File: config.mk
export PLATFORM = sky130hd
export DESIGN_NAME = mmm_sequencer
export DESIGN_NICKNAME = d
export VERILOG_FILES = /design/src/rtl/mmm_sequencer.sv
export SDC_FILE = /design/constraint.sdc
export NUM_CORES = 1
export LEC_CHECK = 0
export BUFFER_PORTS_ARGS = -buffer_cell sky130_fd_sc_hd__buf_4
export CAP_MARGIN = 10
export CORE_ASPECT_RATIO = 0.75
export CORE_MARGIN = 2
export CORE_UTILIZATION = 45
export DETAILED_ROUTE_END_ITERATION = 8
export PLACE_DENSITY = 0.79
export SETUP_SLACK_MARGIN = 0.4
export SLEW_MARGIN = 20
export SYNTH_ARGS = -nofsm -noshare
export SYNTH_HDL_FRONTEND = slang
export SYNTH_SLANG_ARGS = --single-unit
File: constraint.sdc
create_clock -name clk -period 2.2 [get_ports clk]
set_clock_uncertainty 0.1 [all_clocks]
set_input_delay 0.11 -clock clk [delete_from_list [all_inputs] [get_ports clk]]
set_output_delay 0.11 -clock clk [all_outputs]
set_load 0.1 [all_outputs]
File: src/rtl/mmm_sequencer.sv
// Initiator-side sequencer for the Montgomery modular multiplier: walks the datapath
// through clear/load/iterate/capture and applies the final conditional subtraction.
module mmm_sequencer #(
   parameter int WIDTH = 10,
   parameter int ITER  = 10,
   parameter int CNT_W = 4
) (
   input  logic             clk,
   input  logic             rst,
   input  logic             start,
   input  logic [WIDTH-1:0] a,
   input  logic [WIDTH-1:0] b,
   input  logic [WIDTH-1:0] m,
   output logic             busy,
   output logic             done,
   output logic             err,
   output logic [WIDTH-1:0] result,
   output logic             mmm_rst_n,
   output logic             mmm_ld_a,
   output logic             mmm_en,
   output logic             mmm_ld_r,
   output logic             mmm_lock,
   output logic [WIDTH-1:0] mmm_a,
   output logic [WIDTH-1:0] mmm_b,
   output logic [WIDTH-1:0] mmm_m,
   input  logic [WIDTH-1:0] mmm_r
);

   typedef enum logic [2:0] {
      S_IDLE,
      S_CLEAR,
      S_LOAD,
      S_RUN,
      S_CAPTURE,
      S_WAIT,
      S_REDUCE,
      S_DONE
   } state_t;

   state_t           state_q;
   logic [CNT_W-1:0] cnt_q;
   logic [CNT_W-1:0] cnt_d;
   logic [WIDTH-1:0] a_q;
   logic [WIDTH-1:0] b_q;
   logic [WIDTH-1:0] m_q;
   logic [WIDTH-1:0] result_q;
   logic [WIDTH-1:0] result_d;
   logic             busy_q;
   logic             done_q;
   logic             err_q;
   logic             rst_n_q;
   logic             ld_a_q;
   logic             en_q;
   logic             ld_r_q;
   logic             lock_q;
   logic             accept_d;
   logic             reject_d;

   // Multiplier output is below 2M, so one subtraction fully reduces it.
   function automatic logic [WIDTH-1:0] cond_sub(input logic [WIDTH-1:0] r,
                                                 input logic [WIDTH-1:0] md);
      logic [WIDTH:0] diff;
      diff = {1'b0, r} - {1'b0, md};
      return diff[WIDTH] ? r : diff[WIDTH-1:0];
   endfunction

   always_comb begin
      cnt_d    = cnt_q + 1'b1;
      result_d = cond_sub(mmm_r, m_q);
      accept_d = start && m[0];
      reject_d = start && !m[0];
   end

   always_ff @(posedge clk) begin
      if (rst) begin
         state_q  <= S_IDLE;
         cnt_q    <= '0;
         a_q      <= '0;
         b_q      <= '0;
         m_q      <= '0;
         result_q <= '0;
         busy_q   <= 1'b0;
         done_q   <= 1'b0;
         err_q    <= 1'b0;
         rst_n_q  <= 1'b1;
         ld_a_q   <= 1'b0;
         en_q     <= 1'b0;
         ld_r_q   <= 1'b0;
         lock_q   <= 1'b0;
      end else begin
         done_q  <= 1'b0;
         err_q   <= 1'b0;
         rst_n_q <= 1'b1;
         ld_a_q  <= 1'b0;
         en_q    <= 1'b0;
         ld_r_q  <= 1'b0;
         case (state_q)
            S_IDLE, S_DONE: begin
               // Outputs are registered, so each branch sets the values of the state it enters.
               if (accept_d) begin
                  a_q     <= a;
                  b_q     <= b;
                  m_q     <= m;
                  busy_q  <= 1'b1;
                  rst_n_q <= 1'b0;
                  lock_q  <= 1'b0;
                  state_q <= S_CLEAR;
               end else begin
                  err_q   <= reject_d;
                  state_q <= S_IDLE;
               end
            end
            S_CLEAR: begin
               ld_a_q  <= 1'b1;
               en_q    <= 1'b1;
               state_q <= S_LOAD;
            end
            S_LOAD: begin
               cnt_q   <= '0;
               en_q    <= 1'b1;
               state_q <= S_RUN;
            end
            S_RUN: begin
               cnt_q <= cnt_d;
               if (cnt_q == CNT_W'(ITER - 1)) begin
                  ld_r_q  <= 1'b1;
                  state_q <= S_CAPTURE;
               end else begin
                  en_q    <= 1'b1;
               end
            end
            S_CAPTURE: begin
               lock_q  <= 1'b1;
               state_q <= S_WAIT;
            end
            S_WAIT: begin
               state_q <= S_REDUCE;
            end
            S_REDUCE: begin
               result_q <= result_d;
               busy_q   <= 1'b0;
               done_q   <= 1'b1;
               state_q  <= S_DONE;
            end
            default: begin
               state_q <= S_IDLE;
            end
         endcase
      end
   end

   assign busy      = busy_q;
   assign done      = done_q;
   assign err       = err_q;
   assign result    = result_q;
   assign mmm_rst_n = rst_n_q;
   assign mmm_ld_a  = ld_a_q;
   assign mmm_en    = en_q;
   assign mmm_ld_r  = ld_r_q;
   assign mmm_lock  = lock_q;
   assign mmm_a     = a_q;
   assign mmm_b     = b_q;
   assign mmm_m     = m_q;

endmodule
==> summary.txt <==
Die
  – Area of the core: 5410 um2
  – Top Ports: 91
  – Full die area: 6290 um2
  – Row cnt: 23
  – Die width: 90.9 um
  – Starting Density: 47.1%
  – Die Y: 69.2 um

Synthesis
  – Syn_area_per_cell: 8.14 um2
  – Yosys reg bits: 55
  – Area leader, netlist: dfxtp_1
  – Post-Syn Area: 2550 um2
  – Seq/Total Area, Yosys: 43.2%
  – Ys async rst share: 0%
  – Count leader, synth: nand2_1
  – Synth cell count leaders: nand2_1, dfxtp_1, a21oi_1
  – Syn_nets: 369
  – Distinct cells, synth: 48
  – Top cell type's share of synthesized area: 43.2%
  – Prevailing post-synth register cell: dfxtp_1
  – Yosys warns: 0
  – Post-Synthesis Cells: 313
  – Synth area leaders: dfxtp_1, nand2_1, a21oi_1
  – EDFF count, synth: 0

Global route
  – M2 GR Usage: 36.4%
  – Initial antenna violation count: 0
  – GR peak layer: met2
  – Largest net degree at the start of global routing: 25
  – Grt met3 use: 7.65%
  – Vias in the first global route: 2601
  – GRT Overall Usage: 23.1%
  – First-pass GRT wire length: 11900 um
  – Met1 Resource Use GR: 30.3%
  – Congestion Overflow GR: 0

Clock network
  – Worst-Skew Late Latency: 0.31 ns
  – H-tree lvl count: 2
  – CTS tree: yes
  – CTS Buf Count: 5
  – CTS Root Cell: clkbuf_8
  – Clock tree buffer depth: 2
  – CTS sink count: 55
  – Clock transition at the registers of the reported paths: 0.09 ns

Final layout
  – Layout cells sized above 1: 33.5%
  – Area growth, synth to finish: 56.5%
  – FILL cells: 388
  – Final net count: 500
  – Diodes inserted: 0
  – Post-route insts no fill: 520

Power
  – Final total power: 0.00239 W
  – Worst vdd rail ir drop: 434 uV
  – Sequential share of power: 44.3%
  – Switch share: 35.3%
  – Clk network pwr share: 22.7%
  – Pwr dens: 601 nW/um2
  – Internal Pwr Total: 0.00155 W
  – NetSw: 0.000846 W
  – Logic gate share of total power: 33.0%
  – Leak: 1.68 nW

Place
  – Hpwl dp: 4870 um
  – RePlAce Congestion: 0.908
  – I/O Buffers: 90
  – Cell Count Post-Placement: 467

Detailed routing
  – Drt wl/cell: 14.2 um
  – Initial drt markers: 128
  – Post-Route WL: 7370 um
  – DRC violations left: 0
  – ANT nets after route: 0
  – Via density: 5.10
  – Vias: 2651
  – Drt first pass iters: 4

Timing
  – Max Slew Vio Count: 0
  – Unrepaired setup endpoints after global routing: true
  – WHS: -0.00422 ns
  – Final period utilization: 93.5%
  – Setup violators final: 0
  – Max-slew headroom: 43.9%
  – Highest clock rate: 486 MHz
  – Least-Margin Pin Slew: 0.839 ns
  – Hold Vio Cnt, Final: 1
  – Fin crit period: 2.06 ns
  – Setup TNS: 0 ns

Worst setup path
  – Cells along the critical path: ha_4 -> fa_2 -> nor2b_4 -> o31a_4 -> o22ai_4 -> o21ai_2 -> mux2i_1 -> o21ai_1
  – CP Data Arrival Time: 2.15 ns
  – CP Class: reg -> reg
  – Worst Path Max Fanout: 5
  – Slowest CP cell: dfxtp_4
  – Worst setup SP type: flop
  – Max incr delay on CP: 0.36 ns
  – Required time of the critical path: 2.29 ns
  – R2R cell count: 8
  – Crit. End Element: flop

Status
  – Status: complete, but fails checks
  – Failing checks: negative hold slack

Hold path
  – Hold Path Stages: 3
  – Hold WC Path Type: in -> reg

Flow run
  – MaxCap Viol Count: 0
## cell usage in the layout, fill, tap and decap left out, types with 2 or more instances in the layout
master,count
ha_4,4
o21ai_0,7
a32oi_1,3
buf_4,99
a22oi_1,2
nor2b_1,2
o21a_1,5
dlygate4sd3_1,39
nor3_1,6
o21ai_1,7
buf_12,2
inv_1,14
dfxtp_1,43
a21o_1,3
nand3_2,4
nor2_1,17
nand2_1,71
nor3b_1,2
clkbuf_1,2
ha_1,6
ha_2,2
xnor2_1,3
nand2b_1,3
dfxtp_2,4
o311ai_2,2
o21ai_2,3
nand3_1,4
clkbuf_8,5
a21oi_1,41
or3_1,2
inv_2,3
nor4_1,2
dfxtp_4,8
## sequential cells by signal, indices dropped and copies added, names as in the netlist, 3 cells and up
signal and cells:
mmm_a 10, mmm_b 10, mmm_m 10, result 10, cnt_q 4, state_q 3
## repair_timing
item | in CTS | in global routing
gates cloned | 0 | 0
hold buffers | 37 | 2
pin swaps | 5 | 0
hold endpoints to repair | 38 | 3
gates resized for setup | 6 | 8
setup buffers | 5 | 1
setup endpoints to repair | 37 | 39
## per-stage QoR
stage	util [%]	setup slack, ns	hold slack [ns]	cell area, um2
floorplan	-	0.0155	0.0893	2650
global placement	62.9	0.124	0.188	3400
detailed placement	62.9	0.0924	0.200	3400
CTS	72.6	0.144	-0.0205	3930
global route	73.7	0.0683	-0.0144	3990
finish	73.7	0.144	-0.00422	3990
## critical path: cells and delay by family (launching register included)
kind,cells,cell delay (ns)
mux,1,0.25
simple gates,1,0.13
fa+ha+maj,2,0.51
flops,1,0.36
compound gates,4,0.57
## cells by family (layout without fill, tap and decap cells)
group                    count (synthesis)  count (layout)  share of synthesized area [%]
adder cells (fa/ha/maj)                 13              13                           6.68
AND/OR/NAND/NOR                        123             123                           21.7
AO/OA/AOI/OAI                           83              83                           20.8
XOR/XNOR                                 4               4                           1.38
buffers and inverters                   34             166                           5.84
multiplexers                             1               1                          0.393
flip-flops                              55              55                           43.2
## metal layers
metal,vias to the layer above,wire (um)
met5,-,0
met4,0,97
met3,7,602
met2,99,3260
met1,1216,3410
li1,1329,-
## power groups by stage
stage / combinational (W) / sequential (W) / clock [W]
floorplan: 0.000254 / 0.00133 / 0
global placement: 0.000680 / 0.00108 / 0
detailed placement: 0.000689 / 0.00108 / 0
CTS: 0.000765 / 0.00106 / 0.000550
global route: 0.000834 / 0.00107 / 0.000594
finish: 0.000790 / 0.00106 / 0.000545
## final cells by class
class | instances | area, um2 | area share, %
inverter | 17 | 63.8 | 1.60
sequential | 55 | 1140 | 28.5
timing repair buffer | 141 | 1180 | 29.7
clock inverter | 1 | 5.00 | 0.126
clock buffer | 7 | 76.3 | 1.91
tap | 75 | 93.8 | 2.35
multi-input combinational | 224 | 1430 | 35.8
## path summary, 6_finish.rpt
kind | slack (ns) | from | end
max | 0.14 | mmm_m[0] | result[3]
min | -0.004 | mmm_r[1] | result[1]
max reg2reg | 0.14 | mmm_m[0] | result[3]
min reg2reg | 0.36 | mmm_a[8] | mmm_a[8]
Note: power is estimated with default switching activity, not from simulation.
